**src/rtl/mix_columns.sv**
```systemverilog
// AES MixColumns stage: four parallel GF(2^8) column units feeding one output register (latency 1).
// Optional build macro MIX_COLUMNS_INV_EN adds i_inv to select InvMixColumns per transfer.
module mix_columns (
    input  logic         clk,
    input  logic         n_rst,
`ifdef MIX_COLUMNS_INV_EN
    input  logic         i_inv,
`endif
    input  logic         i_valid,
    input  logic [127:0] i_data,
    output logic         o_valid,
    output logic [127:0] o_data
);

    function automatic logic [7:0] xtime(input logic [7:0] x);
        xtime = {x[6:0], 1'b0} ^ (x[7] ? 8'h1b : 8'h00);
    endfunction

    function automatic logic [7:0] mul3(input logic [7:0] x);
        mul3 = xtime(x) ^ x;
    endfunction

    function automatic logic [31:0] mix_col_fwd(input logic [31:0] col);
        logic [7:0] a0, a1, a2, a3;
        logic [7:0] b0, b1, b2, b3;
        a0 = col[31:24];
        a1 = col[23:16];
        a2 = col[15:8];
        a3 = col[7:0];
        b0 = xtime(a0) ^ mul3(a1)  ^ a2        ^ a3;
        b1 = a0        ^ xtime(a1) ^ mul3(a2)  ^ a3;
        b2 = a0        ^ a1        ^ xtime(a2) ^ mul3(a3);
        b3 = mul3(a0)  ^ a1        ^ a2        ^ xtime(a3);
        mix_col_fwd = {b0, b1, b2, b3};
    endfunction

`ifdef MIX_COLUMNS_INV_EN
    // Each byte's x2/x4/x8 chain is computed once and shared by the 9/b/d/e products.
    function automatic logic [31:0] mix_col_inv(input logic [31:0] col);
        logic [7:0] a  [4];
        logic [7:0] x2 [4];
        logic [7:0] x4 [4];
        logic [7:0] x8 [4];
        logic [7:0] m9 [4];
        logic [7:0] mb [4];
        logic [7:0] md [4];
        logic [7:0] me [4];
        a[0] = col[31:24];
        a[1] = col[23:16];
        a[2] = col[15:8];
        a[3] = col[7:0];
        for (int k = 0; k < 4; k++) begin
            x2[k] = xtime(a[k]);
            x4[k] = xtime(x2[k]);
            x8[k] = xtime(x4[k]);
            m9[k] = x8[k] ^ a[k];
            mb[k] = x8[k] ^ x2[k] ^ a[k];
            md[k] = x8[k] ^ x4[k] ^ a[k];
            me[k] = x8[k] ^ x4[k] ^ x2[k];
        end
        mix_col_inv = {me[0] ^ mb[1] ^ md[2] ^ m9[3],
                       m9[0] ^ me[1] ^ mb[2] ^ md[3],
                       md[0] ^ m9[1] ^ me[2] ^ mb[3],
                       mb[0] ^ md[1] ^ m9[2] ^ me[3]};
    endfunction
`endif

    logic [127:0] mixed;

    for (genvar c = 0; c < 4; c++) begin : g_col
        logic [31:0] col_in;
        logic [31:0] col_fwd;
        assign col_in  = i_data[127-32*c -: 32];
        assign col_fwd = mix_col_fwd(col_in);
`ifdef MIX_COLUMNS_INV_EN
        logic [31:0] col_inv;
        assign col_inv = mix_col_inv(col_in);
        assign mixed[127-32*c -: 32] = i_inv ? col_inv : col_fwd;
`else
        assign mixed[127-32*c -: 32] = col_fwd;
`endif
    end

    logic         o_valid_q, o_valid_d;
    logic [127:0] o_data_q,  o_data_d;

    // Hold on idle cycles so a don't-care i_data never reaches the output.
    always_comb begin
        o_valid_d = i_valid;
        o_data_d  = o_data_q;
        if (i_valid) begin
            o_data_d = mixed;
        end
    end

    always_ff @(posedge clk or negedge n_rst) begin
        if (!n_rst) begin
            o_valid_q <= 1'b0;
            o_data_q  <= 128'h0;
        end else begin
            o_valid_q <= o_valid_d;
            o_data_q  <= o_data_d;
        end
    end

    assign o_valid = o_valid_q;
    assign o_data  = o_data_q;

endmodule

```
**config.mk**
```make
export PLATFORM = sky130hd
export DESIGN_NAME = mix_columns
export DESIGN_NICKNAME = d
export VERILOG_FILES = /design/src/rtl/mix_columns.sv
export SDC_FILE = /design/constraint.sdc
export NUM_CORES = 1
export LEC_CHECK = 0
export ABC_AREA = 1
export BUFFER_PORTS_ARGS = -buffer_cell sky130_fd_sc_hd__buf_2
export CAP_MARGIN = 25
export CORE_AREA = 2 2 217 112
export DETAILED_ROUTE_END_ITERATION = 6
export DIE_AREA = 0 0 219 114
export HOLD_SLACK_MARGIN = 0.1
export PLACE_DENSITY = 0.79
export SLEW_MARGIN = 20
export SYNTH_ARGS = -nofsm -noshare
export SYNTH_HDL_FRONTEND = slang
export SYNTH_SLANG_ARGS = --single-unit
```
**constraint.sdc**
```tcl
create_clock -name clk -period 1 [get_ports clk]
set_clock_uncertainty 0.15 [all_clocks]
set_input_delay 0.1 -clock clk [delete_from_list [all_inputs] [get_ports clk]]
set_output_delay 0.1 -clock clk [all_outputs]
set_load 0.05 [all_outputs]
```
==> results.md, run 1 <==
- Crit-path slowest cell: dfrtp_1
- Gr ovfl total: 0
- Post-DP HPWL: 36.98 mm
- Worst EP arrival: 1.07 ns
- Crit path kind: flip-flop to primary output
- Flops & latches, synth: 129
- Cell area power density: 1478 nW/µm²
- Worst-path clk slew: 0.06 ns
- Final worst slack: -0.3201 ns
- Fin. Hold Viols: 15
- Fin nets: 2936
- Slowest Stage Delay on Critical Path: 0.43 ns
- Initial core utilization: 0.5367
- Final setup violation count: 141
- Placed cell areas: 15740 µm²
- Full die area: 24970 µm²
- Die height: 114 µm
- CTS sink cnt: 129
- Utilization after layout: 0.7595
- Fin crit share: 1.320
- Yosys cell types: 23
- CTS Buf Count: 17
- ANT nets after route: 0
- Post-route DRC violation count: 0
- # port buffers: 259
- Routed len/inst: 15.61 µm
- H-tree levels: 4
- Pwr Total: 26.18 mW
- Fin area: 17710 µm²
- Total Routing Usage GR: 0.3817
- Critical path's top delay family: flip-flops
- Total number of yosys warnings: 0
- Fill cell count: 1899
- Synth Instances: 2322
- CP Cell Sequence: buf_6
- Worst vdd ir: 1.222 mV
- Clock Latency Late Sink: 0.45 ns
- Fmax: 0.7575 GHz
- CTS tree: done
- Syn Nets: 2453
- Initial antenna violation count: 4
- Slew Viols, Final: 0
- Vias/cell: 5.326
- Avg Cell Area, Syn: 5.391 µm²
- Vias in the first global route: 14820
- Root Buffer: clkbuf_16
- Max FO, Critical Path: 2
- Pre-antenna DRT Iters: 6
- Placer Congestion: 1.018
- Die width: 219 µm
- Pre-CTS WS: -0.3918 ns
- Max-slew headroom at the worst pin: 0.7576
- Violated checks: negative hold slack, negative setup slack
- Max Root-Sink Buffers: 2
- RSZ-0062 raised after global routing: yes
- Worst hold path class: input port to flip-flop
- Core Region: 23320 µm²
- Final WL: 48.95 mm
- Largest net degree at the start of global routing: 50
- Area Growth Syn to Fin: 41.51%
- Crit. End Element: primary output
- Startpoint Class: flip-flop
- Via count: 16707
- Worst-Margin Slew: 0.3610 ns
- Min Clock Period, post-route: 1.320 ns
- Starting DRT DRC Count: 2326
- Hold slack: -0.09588 ns
- Leak Pwr: 10.87 nW
- Area share of the largest cell type after synthesis: 0.4543
- Cell Area, Synth: 12520 µm²
- Crit path required time: 0.75 ns
- CP Buf/Inv Count: 1
- Max Cap Violations: 0
- Fraction of layout cells with a size suffix above 1: 0.2250
- First-pass GRT wire length: 75.04 mm
- FP Rows: 40
- Synth area leader: nand2_1
- # IOs: 260
- Status: finished with violations
- Ranking of synthesized cells by area: nand2_1, dfrtp_1, nand3_1
- Sequential area share after synthesis: 0.2579
layer usage:
metal	wire [µm]	share of wire	vias to the layer above	GRT usage
met4	1133	0.023	0	0.1059
met2	19350	0.40	1008	0.5276
met3	6491	0.13	101	0.1195
met1	21980	0.45	7538	0.5645
li1	-	-	8060	-
met5	0	0	-	0
area by class of cell:
| class | count | area [µm²] | share of cell area |
|---|---|---|---|
| multi-input combinational | 1933 | 8162 | 0.4607 |
| inverter | 174 | 663.1 | 0.03743 |
| sequential | 129 | 3232 | 0.1824 |
| antenna | 4 | 10.01 | 0.0005651 |
| timing repair buffer | 550 | 4561 | 0.2575 |
| clock inverter | 10 | 229.0 | 0.01293 |
| clock buffer | 22 | 464.2 | 0.02620 |
| tap | 315 | 394.1 | 0.02225 |
power breakdown:
part           total, mW  internal [mW]  switching, mW
Sequential          6.70           6.01          0.695
Clock               7.68           5.06           2.62
Combinational       11.8           4.34           7.46
Total               26.2           15.4           10.8
layout by cell type (no fill, tap or decap), types with 4 or more instances in the layout:
| cell | synthesis | routed |
|---|---|---|
| nand2_1 | 1515 | 1499 |
| buf_6 | 16 | 137 |
| nor2_1 | 29 | 29 |
| inv_4 | 3 | 4 |
| buf_12 | 0 | 17 |
| nand3_1 | 289 | 287 |
| dlygate4sd3_1 | 0 | 7 |
| o21ai_0 | 5 | 5 |
| nand3b_1 | 12 | 12 |
| dfrtp_1 | 129 | 126 |
| inv_1 | 147 | 142 |
| clkbuf_16 | 0 | 17 |
| buf_2 | 32 | 125 |
| xor2_2 | 3 | 4 |
| xnor2_1 | 39 | 37 |
| inv_2 | 23 | 27 |
| bufinv_16 | 0 | 7 |
| xor2_1 | 35 | 34 |
| buf_4 | 11 | 261 |
| nand2_2 | 1 | 17 |
| diode_2 | 0 | 4 |
cells in the mapped netlist:
cell,n
a21oi_1,1
buf_1,3
buf_2,32
buf_4,11
buf_6,16
clkbuf_1,11
clkbuf_2,13
clkinv_1,1
dfrtp_1,129
inv_1,147
inv_2,23
inv_4,3
nand2_1,1515
nand2_2,1
nand3_1,289
nand3b_1,12
nor2_1,29
o21ai_0,5
o21ai_1,1
or2_2,3
xnor2_1,39
xor2_1,35
xor2_2,3
state kept, by name, summed over array words and instances, names as in the netlist:
name / count
o_data: 128
o_valid: 1
kinds of logic after synthesis:
group / after synthesis / share of synthesized area
buffers and inverters: 260 / 0.09595
XOR/XNOR: 77 / 0.05567
AND/OR/NAND/NOR: 1849 / 0.5877
flip-flops: 129 / 0.2579
AO/OA/AOI/OAI: 7 / 0.002798
per-stage QoR:
| stage | TNS (ns) | std cells |
|---|---|---|
| 2_1_floorplan | 0 | 2322 |
| 3_3_place_gp | -19.87 | 3053 |
| 3_5_place_dp | -23.30 | 3053 |
| 4_1_cts | -44.39 | 3119 |
| 5_1_grt | -38.31 | 3136 |
| 6_report | -34.98 | 3137 |
worst paths after layout:
| path | from | to | slack (ns) | cells past startpoint |
|---|---|---|---|---|
| worst max-delay path | o_data[95]$_DFFE_PN0P_ | o_data[95] | -0.32 | 1 |
| max in group asynchronous | n_rst | o_data[52]$_DFFE_PN0P_ | 0.35 | 3 |
| worst min register to register | o_data[77]$_DFFE_PN0P_ | o_data[77]$_DFFE_PN0P_ | 0.35 | 2 |
| worst max register to register | o_data[25]$_DFFE_PN0P_ | o_data[25]$_DFFE_PN0P_ | -0.03 | 4 |
| worst min-delay path | i_valid | o_valid$_DFF_PN0_ | -0.1 | 2 |
| min in group asynchronous | n_rst | o_data[2]$_DFFE_PN0P_ | 0.02 | 3 |
what timing repair did:
action | 4_1_cts | 5_1_grt
setup buffers | 20 | 22
pin swaps | 0 | 4
endpoints found under the setup margin | 129 | 185
gates resized for setup | 258 | 28
hold buffers | 14 | 5
hold endpoints to repair | 256 | 206
Power figures use the tool's default switching activity.
==> run 2, diff against run 1 <==
--- a/config.mk
+++ b/config.mk
@@ -12,6 +12,7 @@
 export DETAILED_ROUTE_END_ITERATION = 6
 export DIE_AREA = 0 0 219 114
 export HOLD_SLACK_MARGIN = 0.1
+export MAX_ROUTING_LAYER = met4
 export PLACE_DENSITY = 0.79
 export SLEW_MARGIN = 20
 export SYNTH_ARGS = -nofsm -noshare
==> results.md, run 2 (same netlist as run 1, synthesis figures left out) <==
- Die height: 114 µm (unchanged)
- Worst EP arrival: 1.06 ns (was 1.07 ns)
- Hold wc startpoint: i_valid (unchanged)
- Root Buffer: clkbuf_16 (unchanged)
- Max reg flops: 128 (unchanged)
- Crit path kind: flip-flop to primary output (unchanged)
- Largest net degree at the start of global routing: 48 (was 50)
- Core Region: 23320 µm² (unchanged)
- Critical path's top delay family: flip-flops (unchanged)
- Reg2reg path depth: 4 (unchanged)
- CP Cell Sequence: buf_6 (unchanged)
- Startpoint Class: flip-flop (unchanged)
- CTS tree: done (unchanged)
- Die width: 219 µm (unchanged)
- Max FO, Critical Path: 2 (unchanged)
- Vias in the first global route: 14642 (was 14820)
- Initial antenna violation count: 4 (unchanged)
- Crit path depth: 1 (unchanged)
- Slew Viols, Final: 0 (unchanged)
- Max Cap Violations: 0 (unchanged)
- Fraction of layout cells with a size suffix above 1: 0.2285 (was 0.2250)
- Fin nets: 2950 (was 2936)
- Status: finished with violations (unchanged)
- Fill cell count: 1820 (was 1899)
- Starting DRT DRC Count: 2383 (was 2326)
- Slowest Stage Delay on Critical Path: 0.43 ns (about the same)
- Max-slew headroom at the worst pin: 0.7499 (was 0.7576)
- Violated checks: negative hold slack, negative setup slack (unchanged)
- Post-DP HPWL: 36.89 mm (was 36.98 mm)
- Full die area: 24970 µm² (unchanged)
- H-tree levels: 4 (unchanged)
- Pre-antenna DRT Iters: 7 (was 6)
- Leak Pwr: 10.89 nW (was 10.87 nW)
- RSZ-0062 raised after global routing: yes (unchanged)
- Placer Congestion: 1.028 (was 1.018)
- RR Startpoint: o_data[76]$_DFFE_PN0P_ (was o_data[25]$_DFFE_PN0P_)
- RR Endpoint: o_data[76]$_DFFE_PN0P_ (was o_data[25]$_DFFE_PN0P_)
- Worst setup endpoint: o_data[95] (unchanged)
- CP startpoint: o_data[95]$_DFFE_PN0P_ (unchanged)
- Clock Latency Late Sink: 0.45 ns (about the same)
- Fin. Hold Viols: 18 (was 15)
- Commonest non-fill, non-tap cell in the layout: nand2_1 (unchanged)
- Initial core utilization: 0.5367 (unchanged)
- Fmax: 0.7625 GHz (was 0.7575 GHz)
- R2r setup slk: -0.02 ns (was -0.03 ns)
- Cell area power density: 1435 nW/µm² (was 1478 nW/µm²)
- # port buffers: 259 (unchanged)
- Max Root-Sink Buffers: 2 (unchanged)
- Fin crit share: 1.311 (was 1.320)
- FP Rows: 40 (unchanged)
- Worst-Margin Slew: 0.3724 ns (was 0.3610 ns)
- CP Buf/Inv Count: 1 (unchanged)
- Via count: 16672 (was 16707)
- Crit-path slowest cell: dfrtp_1 (unchanged)
- Final WL: 48.75 mm (was 48.95 mm)
- # IOs: 260 (unchanged)
- Routed len/inst: 15.47 µm (was 15.61 µm)
- Gr ovfl total: 0 (unchanged)
- Crit path required time: 0.75 ns (about the same)
- Register Area: 3229 µm² (was 3232 µm²)
- Post-route setup TNS: -33.74 ns (was -34.98 ns)
- Worst vdd ir: 1.296 mV (was 1.222 mV)
- Final setup violation count: 135 (was 141)
- Worst-path clk slew: 0.07 ns (was 0.06 ns)
- Hold slack: -0.08894 ns (was -0.09588 ns)
- Worst hold path class: input port to flip-flop (unchanged)
- Utilization after layout: 0.7599 (was 0.7595)
- Pre-CTS WS: -0.3345 ns (was -0.3918 ns)
- Most frequent cells in the layout: nand2_1, nand3_1, buf_4, inv_1, buf_6 (unchanged)
- ANT nets after route: 0 (unchanged)
- Multi-input logic area: 8164 µm² (was 8162 µm²)
- Vias/cell: 5.291 (was 5.326)
- Area Growth Syn to Fin: 41.57% (was 41.51%)
- First-pass GRT wire length: 75.29 mm (was 75.04 mm)
- Crit. End Element: primary output (unchanged)
- CTS sink cnt: 129 (unchanged)
- Final worst slack: -0.3115 ns (was -0.3201 ns)
- Post-route DRC violation count: 0 (unchanged)
- CTS Buf Count: 17 (unchanged)
- Min Clock Period, post-route: 1.311 ns (was 1.320 ns)
- Total Routing Usage GR: 0.3953 (was 0.3817)
[run 2: cell count changes in the layout (fill, tap and decap cells not counted), sizes merged]
cell	change
dlygate4sd3	-1
clkinvlp	+2
buf	+16
inv	-1
clkinv	+2
bufinv	-4
[run 2: area by class of cell]
class                      instances  share of cell area
multi-input combinational       1933              0.4607
timing repair buffer             564              0.2618
sequential                       129              0.1822
inverter                         174             0.03770
clock buffer                      23             0.02753
tap                              315             0.02224
clock inverter                     9            0.007272
antenna                            4           0.0005648
[run 2: worst min path at each step]
stage | to | slack (ns) | cells past startpoint
global placement | o_data[2]$_DFFE_PN0P_ | -0.06 | 2
global route | o_valid$_DFF_PN0_ | -0.09 | 2
floorplan | o_data[0]$_DFFE_PN0P_ | -0.35 | 0
detailed placement | o_data[2]$_DFFE_PN0P_ | -0.06 | 2
CTS | o_valid$_DFF_PN0_ | -0.10 | 2
finish | o_valid$_DFF_PN0_ | -0.09 | 2
[run 2: power breakdown]
group,total (mW),switching (mW),internal (mW)
Combinational,11.9,7.49,4.45
Clock,6.81,2.63,4.18
Sequential,6.68,0.675,6.01
[run 2: repair_timing]
action	in CTS	in global routing
hold buffers	18	2
gates resized for setup	258	25
pin swaps	0	8
hold endpoints to repair	257	179
gates cloned	0	0
endpoints found under the setup margin	129	167
setup buffers	27	34
[run 2: per-layer routing]
layer / vias up / track usage / share of wire / routed length (µm)
li1: 8075 / - / - / -
met1: 7494 / 0.5863 / 0.46 / 22200
met2: 995 / 0.5232 / 0.39 / 19110
met3: 108 / 0.09600 / 0.13 / 6323
met4: 0 / 0.1113 / 0.023 / 1108
met5: - / - / 0 / 0
[run 2: metrics by stage]
step	cells	power (mW)	cell area [µm²]	hold WS, ns
after floorplan	2322	13.23	12540	-0.3456
after global placement	3050	16.42	15700	-0.06468
after detailed placement	3050	16.62	15700	-0.06273
after CTS	3127	24.89	17510	-0.1016
after global routing	3151	26.62	17720	-0.08518
final	3151	25.43	17720	-0.08894
